$ cat src/rtl/seg_scan_ctrl.sv
// Multiplexed seven-segment scan controller: tick-driven digit scan, frame-synchronous
// double buffering, leading-zero blanking. Define SEG_PWM_EN to add PWM brightness on an.
module seg_scan_ctrl #(
    parameter int DIGITS     = 8,
    parameter int DIV_W      = 16,
    parameter int ACTIVE_LOW = 1
) (
    input  logic                clk,
    input  logic                rst,
    input  logic [4*DIGITS-1:0] data_in,
    input  logic                load,
    input  logic [DIGITS-1:0]   dp_in,
    input  logic                blank_lz,
    input  logic [3:0]          bright,
    output logic [6:0]          a2g,
    output logic                dp,
    output logic [DIGITS-1:0]   an,
    output logic                frame_done
);
    localparam int IDX_W = (DIGITS > 1) ? $clog2(DIGITS) : 1;
    localparam logic POL = (ACTIVE_LOW != 0);
    localparam logic [IDX_W-1:0] LAST = IDX_W'(DIGITS - 1);

    logic [DIV_W-1:0]    cnt;
    logic [IDX_W-1:0]    idx;
    logic [4*DIGITS-1:0] disp_data, shad_data;
    logic [DIGITS-1:0]   disp_dp, shad_dp;
    logic                pending;
    logic                tick, wrap;

    assign tick = &cnt;
    assign wrap = tick && (idx == LAST);

    always_ff @(posedge clk) begin
        if (rst) begin
            cnt       <= '0;
            idx       <= '0;
            disp_data <= '0;
            shad_data <= '0;
            disp_dp   <= '0;
            shad_dp   <= '0;
            pending   <= 1'b0;
        end else begin
            cnt <= cnt + DIV_W'(1);
            if (tick)
                idx <= wrap ? '0 : idx + IDX_W'(1);
            // A load landing on the wrap tick bypasses the shadow so it is not delayed a frame
            if (load && wrap) begin
                disp_data <= data_in;
                shad_data <= data_in;
                disp_dp   <= dp_in;
                shad_dp   <= dp_in;
                pending   <= 1'b0;
            end else if (load) begin
                shad_data <= data_in;
                shad_dp   <= dp_in;
                pending   <= 1'b1;
            end else if (wrap && pending) begin
                disp_data <= shad_data;
                disp_dp   <= shad_dp;
                pending   <= 1'b0;
            end
        end
    end

    function automatic logic [6:0] seg_decode(input logic [3:0] nib);
        case (nib)
            4'h0:    return 7'h7E;
            4'h1:    return 7'h30;
            4'h2:    return 7'h6D;
            4'h3:    return 7'h79;
            4'h4:    return 7'h33;
            4'h5:    return 7'h5B;
            4'h6:    return 7'h5F;
            4'h7:    return 7'h70;
            4'h8:    return 7'h7F;
            4'h9:    return 7'h7B;
            4'hA:    return 7'h77;
            4'hB:    return 7'h1F;
            4'hC:    return 7'h4E;
            4'hD:    return 7'h3D;
            4'hE:    return 7'h4F;
            default: return 7'h47;
        endcase
    endfunction

    logic pwm_on;
`ifdef SEG_PWM_EN
    assign pwm_on = (cnt[DIV_W-1 -: 4] <= bright);
`else
    logic unused_bright;
    assign unused_bright = ^bright;
    assign pwm_on = 1'b1;
`endif

    logic [3:0]        cur_nib;
    logic              cur_dp, cur_blank, zero_run, blank_i;
    logic [DIGITS-1:0] an_hi;

    // zero_run stays set while every digit from the left so far is zero
    always_comb begin
        zero_run  = 1'b1;
        blank_i   = 1'b0;
        cur_nib   = '0;
        cur_dp    = 1'b0;
        cur_blank = 1'b0;
        an_hi     = '0;
        for (int i = 0; i < DIGITS; i++) begin
            zero_run = zero_run && (disp_data[4*(DIGITS-1-i) +: 4] == 4'h0);
            blank_i  = blank_lz && zero_run && (i != DIGITS - 1) && !disp_dp[DIGITS-1-i];
            if (idx == IDX_W'(i)) begin
                cur_nib   = disp_data[4*(DIGITS-1-i) +: 4];
                cur_dp    = disp_dp[DIGITS-1-i];
                cur_blank = blank_i;
                an_hi[DIGITS-1-i] = !blank_i && pwm_on;
            end
        end
    end

    always_ff @(posedge clk) begin
        if (rst) begin
            a2g        <= {7{POL}};
            dp         <= POL;
            an         <= {DIGITS{POL}};
            frame_done <= 1'b0;
        end else begin
            a2g        <= (cur_blank ? 7'h00 : seg_decode(cur_nib)) ^ {7{POL}};
            dp         <= (cur_dp && !cur_blank) ^ POL;
            an         <= an_hi ^ {DIGITS{POL}};
            frame_done <= wrap;
        end
    end
endmodule

$ cat config.mk
export PLATFORM = sky130hd
export DESIGN_NAME = seg_scan_ctrl
export DESIGN_NICKNAME = d
export VERILOG_FILES = /design/src/rtl/seg_scan_ctrl.sv
export SDC_FILE = /design/constraint.sdc
export NUM_CORES = 1
export LEC_CHECK = 0
export CAP_MARGIN = 10
export CELL_PAD_IN_SITES_DETAIL_PLACEMENT = 0
export CELL_PAD_IN_SITES_GLOBAL_PLACEMENT = 1
export CORE_MARGIN = 3
export CORE_UTILIZATION = 40
export DETAILED_ROUTE_END_ITERATION = 10
export PLACE_DENSITY = 0.75
export SLEW_MARGIN = 20
export SYNTH_ARGS = -nofsm -noshare
export SYNTH_HDL_FRONTEND = slang
export SYNTH_SLANG_ARGS = --single-unit
export TNS_END_PERCENT = 1
$ cat constraint.sdc
create_clock -name clk -period 3.2 [get_ports clk]
set_input_delay 0.64 -clock clk [delete_from_list [all_inputs] [get_ports clk]]
set_output_delay 0.64 -clock clk [all_outputs]
set_load 0.01 [all_outputs]
==> Yosys cells after proc, flatten, opt, wreduce, memory -nomap -nowiden <==
Memories as Yosys holds them, arrays and structs flattened.
Index checks and enable logic that the tools add are counted.
{ "totals": {"ff_bits": 117, "romBits": 112, "in_bits": 48, "word_cells": 125, "mem_count": 1} }
{ "op_classes": {"n_addsub": 2, "eq_ne": 8, "n_mux": 47, "bitwise": 3, "n_reduce_logical": 53} }
{ "memory_table": {"columns": ["name", "depth", "word_bits", "read_ports", "rd_ports_with_merged_regs", "wr", "line", "rtl"], "rows": [
  ["(no name shown)", 16, 7, 1, 0, 0, "67", "case (nib)"]
]} }
{ "op_table": {"columns": ["op", "n"], "rows": [
  ["2-to-1 mux 32 bit", 5],
  ["2-to-1 mux 8 bit", 5],
  ["2-to-1 mux 4 bit", 8],
  ["zero test 4 bit", 7],
  ["2-to-1 mux 1 bit", 26],
  ["logical AND 1 bit", 24],
  ["adder 16 x 1 -> 16 bit (second input constant)", 1],
  ["AND reduction 16 bit", 1],
  ["zero test 1 bit", 15],
  ["2-to-1 mux 7 bit", 2],
  ["equality test 3 bit (second input constant)", 4],
  ["inverter 8 bit", 1],
  ["inverter 7 bit", 1],
  ["equality test 3 x 2 -> 1 bit (second input constant)", 2],
  ["nonzero test 2 bit", 3],
  ["adder 3 x 1 -> 3 bit (second input constant)", 1],
  ["equality test 3 x 1 -> 1 bit (second input constant)", 1],
  ["zero test 3 bit", 1],
  ["2-to-1 mux 3 bit", 1],
  ["inequality test 2 x 1 -> 1 bit (second input constant)", 1],
  ["AND reduction 2 bit", 1],
  ["OR reduction 2 bit", 1],
  ["inverter 1 bit", 1]
]} }

==> Depth between registers and ports, before layout <==
Gate-level depths: netlist of run 1.
{ "logic_depth": {"ltp_word": 14, "depth_mapped": 15} }

==> Worst setup path before layout of run 1 <==
OpenSTA, ideal clock, no wires.
{ "synth_timing": {"kind": "register to register", "start": "register idx[2]", "end": "register a2g[3]", "setup_time_ns": 0.114, "arrival_time_ns": 2.522, "required_ns": 3.086, "slack_ns": 0.564, "path_stages_with_launch": 14, "path_buffers": 2, "synth_period_minus_slack_ns": 2.636, "cell_sequence": "dfxtp_1 -> buf_2 -> inv_1 -> ha_1 -> buf_2 -> nor2b_1 -> o31ai_1 -> a21oi_1 -> o21ai_0 -> inv_1 -> ha_1 -> o21ai_0 -> nand3_1 -> a21bo_1"} }
{ "synth_via": {"elab_chain_cells": 13} }
{ "synth_lines": {"columns": ["element", "line", "rtl"], "rows": [
  ["start: declaration", "25", "logic [IDX_W-1:0] idx;"],
  ["start signal: assignment", "46", "idx <= wrap ? '0 : idx + IDX_W'(1);"],
  ["zero test 3 bit", "111", "if (idx == IDX_W'(i)) begin"],
  ["2-to-1 mux 4 bit (8 in a row)", "111", null],
  ["memory (16 x 7 bit)", null, null],
  ["2-to-1 mux 7 bit", "121", "if (rst) begin"],
  ["2-to-1 mux 7 bit (*)", "127", "a2g <= (cur_blank ? 7'h00 : seg_decode(cur_nib)) ^ {7{POL}};"],
  ["inverter 7 bit (no line) (*)", null, null],
  ["end signal: assignment", "122", "a2g <= {7{POL}};"],
  ["end signal: assignment", "127", null],
  ["end: declaration", "15", "output logic [6:0] a2g,"]
]} }
Mark *: on every way between the ends. The rest lies on a longest branch, timed or not. The select of a mux whose other input is x is not followed.
A chain may end at the register's enable or synchronous reset.

==> Worst setup path after layout of run 1 <==
{ "layout_timing": {"start": "register idx[1]", "end": "register a2g[1]"} }
Same word-level chain as after synthesis.

==> PnR_summary.wiki, run 1 <==
{| class="wikitable"
! Metric !! Value
|-
| Status || completed
|-
| Post-synthesis to final-layout area growth || 25.1%
|-
| CTS root buf || sky130_fd_sc_hd__clkbuf_16
|-
| Final hold violations || 0
|-
| Worst hold path class || register to register
|-
| Die area || 15100 µm²
|-
| Total standard cell area after synthesis || 5450 µm²
|-
| Buffers and inverters on the worst path || 4
|-
| Hold Path Sink || cnt[0]
|-
| Commonest cells in the synthesized netlist || sky130_fd_sc_hd__dfxtp_1 (117), sky130_fd_sc_hd__nor2_1 (117), sky130_fd_sc_hd__a211oi_1 (45)
|-
| Hold-fix buffers, CTS || 0
|-
| Detailed-routing iteration count for the pre-antenna-repair pass || 4
|-
| Layout filler cell count || 1238
|-
| Number of synthesized register bits || 117
|-
| Cell seen most often among critical-path stages || sky130_fd_sc_hd__inv_1
|-
| Standard cell with the maximum stage delay on the critical path || sky130_fd_sc_hd__o21ai_0
|-
| Syn Inst Count || 623
|-
| Sum of routed wire length over all layers || 13100 µm
|-
| Global-route total usage across every layer || 18.2%
|-
| Highest fanout seen on the critical path || 11
|-
| Count of synthesis-stage warnings from yosys || 0
|-
| Post-DRT Antenna Nets || 0
|-
| Horizontal extent of the die || 123 µm
|-
| Setup total negative slack || 0 ns
|-
| Min-Delay Path Depth || 1
|-
| Critical path endpoint category || register
|-
| Final global-route overflow total || 0
|-
| Final period utilization || 90.5%
|-
| Area of the multi-input gates || 2830 µm²
|-
| First-pass GRT wire length || 21300 µm
|-
| Core footprint || 13300 µm²
|-
| Post-synth cell types || 51
|-
| Crit-path leading delay family || compound AO/OA/AOI/OAI gates
|-
| Number of buffers created by CTS || 17
|-
| Quantity of gates resized following cts || 0
|-
| Count of placed standard cells including taps || 828
|-
| Share of synthesized area occupied by flip-flops and latches || 43.0%
|-
| Dpl hpwl || 9270 µm
|-
| Pin count of the biggest net entering global routing || 70
|-
| Series of cell instances along the critical path || inv_1, ha_1, buf_4, o21ai_0, o221ai_1, o21ai_0, inv_1, ha_1, inv_1, nor3_1, a21oi_1, o221ai_1
|-
| Maximum clock path buffer count || 2
|-
| Dominant cells by area after synthesis || sky130_fd_sc_hd__dfxtp_1 (43%), sky130_fd_sc_hd__nor2_1 (8.1%), sky130_fd_sc_hd__mux2i_1 (7.5%)
|-
| Buffers inserted during post-CTS setup optimization || 0
|-
| Average size of a mapped cell || 8.74 µm²
|-
| Top Ports || 65
|-
| Min-Delay Startpoint || cnt[0]
|-
| Beginning of the worst register-to-register path || idx[1]
|-
| Endpoint required time on the critical path || 3.45 ns
|-
| Worst path max stage delay || 0.57 ns
|-
| Worst EP arrival || 3.15 ns
|-
| Layout cells sized above 1 || 9.22%
|-
| Via count of the first global-routing pass || 4278
|-
| Ratio of routed vias to standard cells || 5.31
|-
| Post-Synthesis Net Count || 684
|-
| Clk slew on worst S/H paths || 0.05 ns
|-
| Final Slew Violations || 0
|-
| Crit Reg-Reg Endpoint || a2g[1]
|-
| First DRT Iteration DRCs || 327
|-
| Fraction of synthesized cell area taken by the top area cell type || 43.0%
|-
| Rel. slew slack || 42.4%
|-
| Post-synth top area cell || sky130_fd_sc_hd__dfxtp_1
|-
| Fraction of registers with async set/reset || 0%
|-
| Remaining DRCs || 0
|-
| Count of port buffers added during placement || 60
|-
| Number of nets in the layout || 732
|-
| Chip Height || 123 µm
|-
| Register cell area after layout || 2340 µm²
|-
| Max-cap violation count || 0
|-
| Shortest period the worst path allows || 2.90 ns
|-
| Clock latency at the later pin of the worst-skew pair || 0.42 ns
|-
| Ratio of total power to cell area || 564 nW/µm²
|-
| Final-report setup violation count || 0
|-
| Routability Congestion || 0.908
|-
| Transition at the pin with the smallest max-transition slack || 0.862 ns
|-
| Count of inserted antenna diode cells || 0
|-
| Worst voltage drop across the vdd grid || 0.308 mV
|-
| Antenna violations before repair || 0
|-
| Slack of the worst reg-to-reg path || 0.30 ns
|-
| Drt wl/cell || 15.2 µm
|-
| TritonCTS clock tree || built
|-
| Worst r2r path cells || 12
|-
| Fmax || 345 MHz
|-
| Number of cells in the finished layout apart from fillers || 859
|-
| CP Launch Type || register
|-
| Top_reg_cell synth || sky130_fd_sc_hd__dfxtp_1
|-
| LEAKAGE || 2.57 nW
|-
| Unrepaired setup endpoints after global routing || false
|-
| Via Count || 4559
|-
| Row cnt || 42
|-
| Setup skew after layout || 0.0180 ns
|-
| Number of flops mapped to enable cells by yosys || 0
|-
| Category of the critical setup timing path || register to register
|-
| Starting utilization of the core area || 41.0%
|-
| Number of H-tree levels || 4
|-
| Clock sink total || 117
|}
[stage by stage]
stage,utilization [%],total power [mW],hold WS [ns],instance area (µm²),setup WS (ns)
2_1_floorplan,-,1.68,0.418,5450,0.564
3_3_place_gp,46.3,1.78,0.428,6150,0.313
3_5_place_dp,46.3,1.78,0.459,6150,0.272
4_1_cts,51.2,3.89,0.467,6810,0.246
5_1_grt,51.3,3.98,0.477,6810,0.0428
6_report,51.3,3.84,0.457,6810,0.303
[flip-flops by register name, indices dropped and copies added (netlist names)]
signal,cells
disp_data,32
shad_data,32
cnt,16
an,8
disp_dp,8
shad_dp,8
a2g,7
idx,3
dp,1
frame_done,1
pending,1
[final cells by class]
cell class              instances  share of cell area [%]
multi-input cells             447                    41.6
flip-flops and latches        117                    34.4
repair buffers                 77                    10.6
clock buffers                  22                    7.11
well taps                     176                    3.23
clock inverters                 9                    2.53
inverters                      11                   0.606
[power by group]
part / switching, mW / internal (mW)
registers: 0.0192 / 1.50
clock network: 0.641 / 1.45
logic: 0.114 / 0.117
total: 0.774 / 3.07
[cells in the final DEF, fill, tap and decap left out, types with 2 or more instances in the layout]
| master | count |
|---|---|
| sky130_fd_sc_hd__o22ai_1 | 22 |
| sky130_fd_sc_hd__o21ai_0 | 28 |
| sky130_fd_sc_hd__xor2_1 | 9 |
| sky130_fd_sc_hd__o31ai_1 | 3 |
| sky130_fd_sc_hd__ha_2 | 2 |
| sky130_fd_sc_hd__nor3b_1 | 6 |
| sky130_fd_sc_hd__or4_1 | 2 |
| sky130_fd_sc_hd__clkbuf_16 | 17 |
| sky130_fd_sc_hd__and3_1 | 4 |
| sky130_fd_sc_hd__o221ai_1 | 4 |
| sky130_fd_sc_hd__mux2i_1 | 41 |
| sky130_fd_sc_hd__nor3_1 | 8 |
| sky130_fd_sc_hd__clkbuf_8 | 4 |
| sky130_fd_sc_hd__ha_1 | 11 |
| sky130_fd_sc_hd__buf_4 | 18 |
| sky130_fd_sc_hd__or2_2 | 2 |
| sky130_fd_sc_hd__o311ai_0 | 5 |
| sky130_fd_sc_hd__a2111oi_0 | 2 |
| sky130_fd_sc_hd__clkinv_2 | 3 |
| sky130_fd_sc_hd__or3_1 | 4 |
| sky130_fd_sc_hd__inv_1 | 11 |
| sky130_fd_sc_hd__o211ai_1 | 2 |
| sky130_fd_sc_hd__bufinv_16 | 5 |
| sky130_fd_sc_hd__nor4_1 | 4 |
| sky130_fd_sc_hd__nand3_1 | 16 |
| sky130_fd_sc_hd__nand2_1 | 32 |
| sky130_fd_sc_hd__nor2_1 | 117 |
| sky130_fd_sc_hd__o2111ai_1 | 2 |
| sky130_fd_sc_hd__xnor2_1 | 5 |
| sky130_fd_sc_hd__nor4_2 | 3 |
| sky130_fd_sc_hd__nor2b_1 | 7 |
| sky130_fd_sc_hd__a21oi_1 | 16 |
| sky130_fd_sc_hd__nand4_1 | 3 |
| sky130_fd_sc_hd__clkdlybuf4s50_1 | 58 |
| sky130_fd_sc_hd__nand3b_1 | 24 |
| sky130_fd_sc_hd__a211oi_1 | 45 |
| sky130_fd_sc_hd__o21a_1 | 2 |
| sky130_fd_sc_hd__dfxtp_1 | 117 |
[cell families after synthesis]
| family | Yosys count | share of synthesized area [%] |
|---|---|---|
| flip-flops | 117 | 43.0 |
| multiplexers | 41 | 7.53 |
| buffers and inverters | 59 | 5.12 |
| XOR/XNOR | 14 | 2.25 |
| AO/OA/AOI/OAI | 138 | 17.1 |
| AND/OR/NAND/NOR | 241 | 22.0 |
| adder cells (fa/ha/maj) | 13 | 2.99 |
[worst max path at each step]
stage | from | to | depth (start not counted) | slack, ns
6_report | idx[1] | a2g[1] | 12 | 0.30
5_1_grt | idx[0] | a2g[2] | 12 | 0.04
3_3_place_gp | idx[0] | a2g[2] | 12 | 0.31
3_5_place_dp | idx[0] | a2g[2] | 12 | 0.27
4_1_cts | idx[0] | a2g[2] | 12 | 0.25
2_1_floorplan | idx[2] | a2g[3] | 13 | 0.56
[per-layer routing]
metal / part of all wire [%] / global-route usage, % / vias to the layer above
li1: - / - / 2334
met5: 0 / 0 / -
met2: 46 / 27.5 / 88
met1: 48 / 24.7 / 2122
met3: 4.8 / 4.75 / 15
met4: 1.1 / 7.77 / 0
Note: power is estimated with default switching activity, not from simulation.
==> inputs of run 2 (changes only) <==
- CORE_ASPECT_RATIO: not set -> 1.4
==> run 2 against run 1 <==
Register-to-register slack worse by 0.08 ns. Non-clock buffer count is 2 lower. Sequential share of layout area increased by 0.43 points. Critical path depth unchanged. Power decreased by 5.3%. Clock-buffer cell count down 2. Critical endpoint is now a2g[2]. Critical path type unchanged. Flip-flop and latch count stayed put. Cell count decreased by 0.12%. Maximum frequency decreased by 2.6%.
==> PnR_summary.wiki, run 2 (synthesis gave the netlist of run 1 again) <==
{| class="wikitable"
! Metric !! Value
|-
| Status || completed (unchanged)
|-
| Area of the multi-input gates || 2830 µm² (about the same)
|-
| Setup skew after layout || 0.00859 ns (was 0.0180 ns)
|-
| Remaining DRCs || 0 (unchanged)
|-
| Internal power component || 2.86 mW (was 3.07 mW)
|-
| Rel. slew slack || 48.6% (was 42.4%)
|-
| Comb pwr share || 6.3% (was 6.0%)
|-
| Switching part of the total power || 21.4% (was 20.1%)
|-
| Final hold violations || 0 (unchanged)
|-
| Series of cell instances along the critical path || ha_1, ha_1, nor2_1, o21a_1, a211oi_1, o21ai_0, inv_1, ha_1, inv_1, nor3_1, a21oi_1, o221ai_1 (was inv_1, ha_1, buf_4, o21ai_0, o221ai_1, o21ai_0, inv_1, ha_1, inv_1, nor3_1, a21oi_1, o221ai_1)
|-
| Worst path max stage delay || 0.54 ns (was 0.57 ns)
|-
| Number of buffers created by CTS || 17 (unchanged)
|-
| Worst hold path class || register to register (unchanged)
|-
| Core footprint || 13100 µm² (was 13300 µm²)
|-
| Endpoint required time on the critical path || 3.53 ns (was 3.45 ns)
|-
| Via Count || 4621 (was 4559)
|-
| Max-cap violation count || 0 (unchanged)
|-
| Number of nets in the layout || 730 (was 732)
|-
| Register cell area after layout || 2340 µm² (unchanged)
|-
| Clk slew on worst S/H paths || 0.05 ns (about the same)
|-
| TritonCTS clock tree || built (unchanged)
|-
| Clock sink total || 117 (unchanged)
|-
| CTS root buf || sky130_fd_sc_hd__clkbuf_16 (unchanged)
|-
| Highest fanout seen on the critical path || 17 (was 11)
|-
| Starting utilization of the core area || 41.7% (was 41.0%)
|-
| Buffers inserted during post-CTS setup optimization || 0 (unchanged)
|-
| Power share of the clock group || 51.9% (was 54.5%)
|-
| Count of placed standard cells including taps || 828 (unchanged)
|-
| Maximum clock path buffer count || 2 (unchanged)
|-
| Layout cells sized above 1 || 8.68% (was 9.22%)
|-
| Antenna violations before repair || 0 (unchanged)
|-
| First-pass GRT wire length || 21900 µm (was 21300 µm)
|-
| Ratio of routed vias to standard cells || 5.39 (was 5.31)
|-
| Pin count of the biggest net entering global routing || 70 (unchanged)
|-
| Worst r2r path cells || 12 (unchanged)
|-
| Worst EP arrival || 3.30 ns (was 3.15 ns)
|-
| LEAKAGE || 2.53 nW (was 2.57 nW)
|-
| Sum of routed wire length over all layers || 13400 µm (was 13100 µm)
|-
| CP Launch Type || register (unchanged)
|-
| Via count of the first global-routing pass || 4425 (was 4278)
|-
| Setup slack after placement || 0.250 ns (was 0.272 ns)
|-
| Transition at the pin with the smallest max-transition slack || 0.770 ns (was 0.862 ns)
|-
| First DRT Iteration DRCs || 237 (was 327)
|-
| Detailed-routing iteration count for the pre-antenna-repair pass || 4 (unchanged)
|-
| Post-DRT Antenna Nets || 0 (unchanged)
|-
| Die area || 15100 µm² (about the same)
|-
| Clock latency at the later pin of the worst-skew pair || 0.41 ns (was 0.42 ns)
|-
| Final global-route overflow total || 0 (unchanged)
|-
| Slack of the worst reg-to-reg path || 0.22 ns (was 0.30 ns)
|-
| Category of the critical setup timing path || register to register (unchanged)
|-
| Standard cell with the maximum stage delay on the critical path || sky130_fd_sc_hd__ha_1 (was sky130_fd_sc_hd__o21ai_0)
|-
| Ratio of total power to cell area || 541 nW/µm² (was 564 nW/µm²)
|-
| Number of cells in the finished layout apart from fillers || 858 (was 859)
|-
| Min-Delay Path Depth || 1 (unchanged)
|-
| Final Slew Violations || 0 (unchanged)
|-
| Count of inserted antenna diode cells || 0 (unchanged)
|-
| Routability Congestion || 0.852 (was 0.908)
|-
| Chip Height || 144 µm (was 123 µm)
|-
| Commonest cells after routing, fill and taps aside || sky130_fd_sc_hd__nor2_1 (117), sky130_fd_sc_hd__dfxtp_1 (117), sky130_fd_sc_hd__clkdlybuf4s50_1 (58) (unchanged)
|-
| Number of H-tree levels || 4 (unchanged)
|-
| Drt wl/cell || 15.6 µm (was 15.2 µm)
|-
| Cell seen most often among critical-path stages || sky130_fd_sc_hd__ha_1 (was sky130_fd_sc_hd__inv_1)
|-
| Top Ports || 65 (unchanged)
|-
| Final period utilization || 93.0% (was 90.5%)
|-
| Dpl hpwl || 9450 µm (was 9270 µm)
|-
| Count of port buffers added during placement || 60 (unchanged)
|-
| Unrepaired setup endpoints after global routing || false (unchanged)
|-
| Layout filler cell count || 1248 (was 1238)
|-
| Sw power || 0.779 mW (was 0.774 mW)
|-
| Post-synthesis to final-layout area growth || 23.6% (was 25.1%)
|-
| Part of the power in registers || 41.7% (was 39.5%)
|-
| Final-report setup violation count || 0 (unchanged)
|-
| Largest registers || disp_data (32), shad_data (32), cnt (16) (unchanged)
|-
| Setup total negative slack || 0 ns (unchanged)
|-
| Global-route total usage across every layer || 18.1% (was 18.2%)
|-
| Post-layout worst setup margin || 0.225 ns (was 0.303 ns)
|-
| Worst voltage drop across the vdd grid || 0.313 mV (was 0.308 mV)
|-
| Horizontal extent of the die || 105 µm (was 123 µm)
|-
| Critical path endpoint category || register (unchanged)
|-
| Shortest period the worst path allows || 2.98 ns (was 2.90 ns)
|-
| Fmax || 336 MHz (was 345 MHz)
|-
| Row cnt || 49 (was 42)
|}
[run 2: cell count changes in the layout (fill, tap and decap cells not counted), sizes merged]
cell	before	now
buf	19	17
bufinv	5	3
clkbuf	22	20
clkinv	3	6
[run 2: repair_timing]
action                     4_1_cts  5_1_grt
hold buffers                     0        0
resized for setup                0        1
setup endpoints to repair        0        2
[run 2: worst paths after layout]
| path | start | end |
|---|---|---|
| setup reg to reg | idx[0] | a2g[2] |
| hold reg to reg | cnt[0] | cnt[0] |
| setup / recovery | idx[0] | a2g[2] |
| hold / removal | cnt[0] | cnt[0] |
[run 2: through the flow]
step	hold WS (ns)	util, %	power [mW]	area [µm²]
after floorplan	0.418	-	1.68	5450
after global placement	0.427	47.0	1.78	6140
after detailed placement	0.440	47.0	1.78	6140
after CTS	0.452	51.5	3.68	6730
after global routing	0.464	51.5	3.77	6730
final	0.446	51.5	3.64	6730
[run 2: worst max-delay path: cells and delay by family, from the launching register on]
kind | cells | cell delay [ns]
AO/OA/AOI/OAI | 5 | 0.87
adder cells (fa/ha/maj) | 3 | 0.93
buffers and inverters | 2 | 0.25
flip-flops | 1 | 0.41
AND/OR/NAND/NOR | 2 | 0.41
[run 2: layout make-up]
class	instances	area share, %
clock buffers	20	6.79
repair buffers	75	10.5
flip-flops and latches	117	34.8
multi-input cells	447	42.1
inverters	11	0.613
clock inverters	10	1.95
well taps	178	3.31
[run 2: routing by layer]
metal  part of all wire (%)  wire length [µm]  global-route usage (%)  vias up
li1                       -                 -                       -     2323
met1                     45              5980                    21.5     2184
met2                     49              6600                    31.7       89
met3                    3.5               466                    4.42       25
met4                    2.3               311                    7.53        0
met5                      0                 0                       0        -
[run 2: power groups by stage]
stage,Sequential [mW],Combinational (mW),Clock (mW)
6_report,1.52,0.231,1.89
5_1_grt,1.52,0.255,1.99
4_1_cts,1.52,0.234,1.93
3_5_place_dp,1.55,0.233,0
3_3_place_gp,1.55,0.229,0
2_1_floorplan,1.54,0.135,0
==> inputs of run 3 (changes only) <==
- clock period: 3.2 -> 3.7 ns (I/O delays scaled with it)
==> run 3 against run 2 <==
Setup slack better by 0.47 ns. Combinational power down 15%. Core utilization shrank 0.34 points. Via count is 0.50% lower. Largest cell class unchanged. Highest routed layer unchanged.
==> PnR_summary.wiki, run 3 (synthesis gave the netlist of run 1 again) <==
{| class="wikitable"
! Metric !! Value
|-
| Final Slew Violations || 0 (unchanged)
|-
| Critical path endpoint category || register (unchanged)
|-
| Maximum clock path buffer count || 2 (unchanged)
|-
| Endpoint required time on the critical path || 4.03 ns (was 3.53 ns)
|-
| Post-DRT Antenna Nets || 0 (unchanged)
|-
| Worst hold path class || register to register (unchanged)
|-
| Placement Cell Area || 6090 µm² (was 6140 µm²)
|-
| CP Launch Type || register (unchanged)
|-
| Worst voltage drop across the vdd grid || 0.252 mV (was 0.313 mV)
|-
| Met2 Routed Length || 6520 µm (was 6600 µm)
|-
| Final period utilization || 81.3% (was 93.0%)
|-
| Count of port buffers added during placement || 60 (unchanged)
|-
| Layout cells sized above 1 || 7.85% (was 8.68%)
|-
| Horizontal extent of the die || 105 µm (unchanged)
|-
| Worst EP arrival || 3.34 ns (was 3.30 ns)
|-
| Dpl hpwl || 9170 µm (was 9450 µm)
|-
| Min-Delay Path Depth || 1 (unchanged)
|-
| CTS root buf || sky130_fd_sc_hd__clkbuf_16 (unchanged)
|-
| Die area || 15100 µm² (unchanged)
|-
| Highest routing layer actually used || met4 (unchanged)
|-
| Chip Height || 144 µm (unchanged)
|-
| Global-route total usage across every layer || 18.1% (about the same)
|-
| Drt wl/cell || 15.3 µm (was 15.6 µm)
|-
| Commonest cells after routing, fill and taps aside || sky130_fd_sc_hd__nor2_1 (117), sky130_fd_sc_hd__dfxtp_1 (117), sky130_fd_sc_hd__clkdlybuf4s50_1 (58) (unchanged)
|-
| Area of the multi-input gates || 2830 µm² (about the same)
|-
| Post-synthesis to final-layout area growth || 22.8% (was 23.6%)
|-
| Detailed-routing iteration count for the pre-antenna-repair pass || 4 (unchanged)
|-
| Starting utilization of the core area || 41.7% (unchanged)
|-
| Layout filler cell count || 1293 (was 1248)
|-
| Worst r2r path cells || 13 (was 12)
|-
| Hold-fix buffers, CTS || 0 (unchanged)
|-
| First DRT Iteration DRCs || 234 (was 237)
|-
| LEAKAGE || 2.49 nW (was 2.53 nW)
|-
| Core footprint || 13100 µm² (unchanged)
|-
| Clock latency at the later pin of the worst-skew pair || 0.41 ns (about the same)
|-
| Clock sink total || 117 (unchanged)
|-
| Setup skew after layout || 0.0110 ns (was 0.00859 ns)
|-
| Max-cap violation count || 0 (unchanged)
|-
| Number of cells in the finished layout apart from fillers || 853 (was 858)
|-
| Shortest period the worst path allows || 3.01 ns (was 2.98 ns)
|-
| TritonCTS clock tree || built (unchanged)
|-
| Count of inserted antenna diode cells || 0 (unchanged)
|-
| Unrepaired setup endpoints after global routing || false (unchanged)
|-
| Routability Congestion || 0.871 (was 0.852)
|-
| Largest registers || disp_data (32), shad_data (32), cnt (16) (unchanged)
|-
| Ratio of total power to cell area || 469 nW/µm² (was 541 nW/µm²)
|-
| Design area || 6690 µm² (was 6730 µm²)
|-
| Final-report setup violation count || 0 (unchanged)
|-
| Rel. slew slack || 43.9% (was 48.6%)
|-
| Top Ports || 65 (unchanged)
|-
| Pin count of the biggest net entering global routing || 111 (was 70)
|-
| Final global-route overflow total || 0 (unchanged)
|-
| Clk slew on worst S/H paths || 0.05 ns (about the same)
|-
| Row cnt || 49 (unchanged)
|-
| Transition at the pin with the smallest max-transition slack || 0.821 ns (was 0.770 ns)
|-
| Register cell area after layout || 2340 µm² (unchanged)
|-
| Number of buffers created by CTS || 17 (unchanged)
|-
| Standard cell with the maximum stage delay on the critical path || sky130_fd_sc_hd__ha_1 (unchanged)
|-
| Series of cell instances along the critical path || inv_1, ha_1, inv_1, o21a_1, a211oi_1, o21ai_0, buf_4, inv_1, ha_1, inv_1, nor3_1, a21oi_1, o221ai_1 (was ha_1, ha_1, nor2_1, o21a_1, a211oi_1, o21ai_0, inv_1, ha_1, inv_1, nor3_1, a21oi_1, o221ai_1)
|-
| Number of nets in the layout || 723 (was 730)
|-
| First-pass GRT wire length || 22000 µm (was 21900 µm)
|-
| Count of placed standard cells including taps || 821 (was 828)
|-
| Routed length on met1 || 5790 µm (was 5980 µm)
|-
| Ratio of routed vias to standard cells || 5.39 (about the same)
|-
| Antenna violations before repair || 0 (unchanged)
|-
| Via Count || 4598 (was 4621)
|-
| Cell seen most often among critical-path stages || sky130_fd_sc_hd__inv_1 (was sky130_fd_sc_hd__ha_1)
|-
| Final hold violations || 0 (unchanged)
|-
| Fmax || 332 MHz (was 336 MHz)
|-
| Number of H-tree levels || 4 (unchanged)
|-
| Sum of routed wire length over all layers || 13100 µm (was 13400 µm)
|-
| Status || completed (unchanged)
|-
| Buffers inserted during post-CTS setup optimization || 0 (unchanged)
|-
| Via count of the first global-routing pass || 4458 (was 4425)
|-
| Quantity of gates resized following cts || 0 (unchanged)
|-
| Sum of met3 wire segment lengths after detailed routing || 421 µm (was 466 µm)
|-
| Remaining DRCs || 0 (unchanged)
|-
| Category of the critical setup timing path || register to register (unchanged)
|-
| Highest fanout seen on the critical path || 19 (was 17)
|-
| Setup total negative slack || 0 ns (unchanged)
|-
| Worst path max stage delay || 0.61 ns (was 0.54 ns)
|}
[run 3: cell types whose count changed in the layout (fill, tap and decap cells not counted), sizes merged]
cell      change
buf           -7
bufinv        -1
clkbuf        +1
clkinvlp      +1
inv           +1
[run 3: critical path: cells and delay by family (launching register included)]
family,cells,cell delay (ns)
AO/OA/AOI/OAI,5,0.91
AND/OR/NAND/NOR,1,0.31
adder cells (fa/ha/maj),2,0.78
buffers and inverters,5,0.58
flip-flops,1,0.35
[run 3: final timing paths]
kind	slack, ns	endpoint	start
max reg2reg	0.69	a2g[1]	idx[0]
min	0.44	cnt[0]	cnt[0]
max	0.69	a2g[1]	idx[0]
min reg2reg	0.44	cnt[0]	cnt[0]
[run 3: metrics by stage]
stage	utilization (%)	setup slack [ns]	hold WS (ns)	total power, mW
floorplan	-	1.06	0.418	1.45
global placement	46.6	0.724	0.427	1.53
detailed placement	46.6	0.694	0.436	1.54
CTS	51.2	0.674	0.450	3.18
global route	51.2	0.368	0.480	3.25
finish	51.2	0.691	0.442	3.13
[run 3: per-layer routing]
layer | up-vias | GRT usage (%)
met5 | - | 0
met4 | 0 | 8.57
met3 | 23 | 4.11
met2 | 85 | 30.8
met1 | 2181 | 21.8
li1 | 2309 | -
[run 3: area by class of cell]
| type | instances | share of cell area [%] |
|---|---|---|
| clock buffer | 21 | 7.04 |
| clock inverter | 11 | 1.87 |
| inverter | 11 | 0.618 |
| multi-input combinational | 447 | 42.3 |
| sequential | 117 | 35.0 |
| tap | 178 | 3.33 |
| timing repair buffer | 68 | 9.82 |
[run 3: power by group]
part	internal [mW]	switching (mW)	total, mW
Sequential	1.29	0.0192	1.31
Clock	1.04	0.579	1.62
Combinational	0.0997	0.0976	0.197
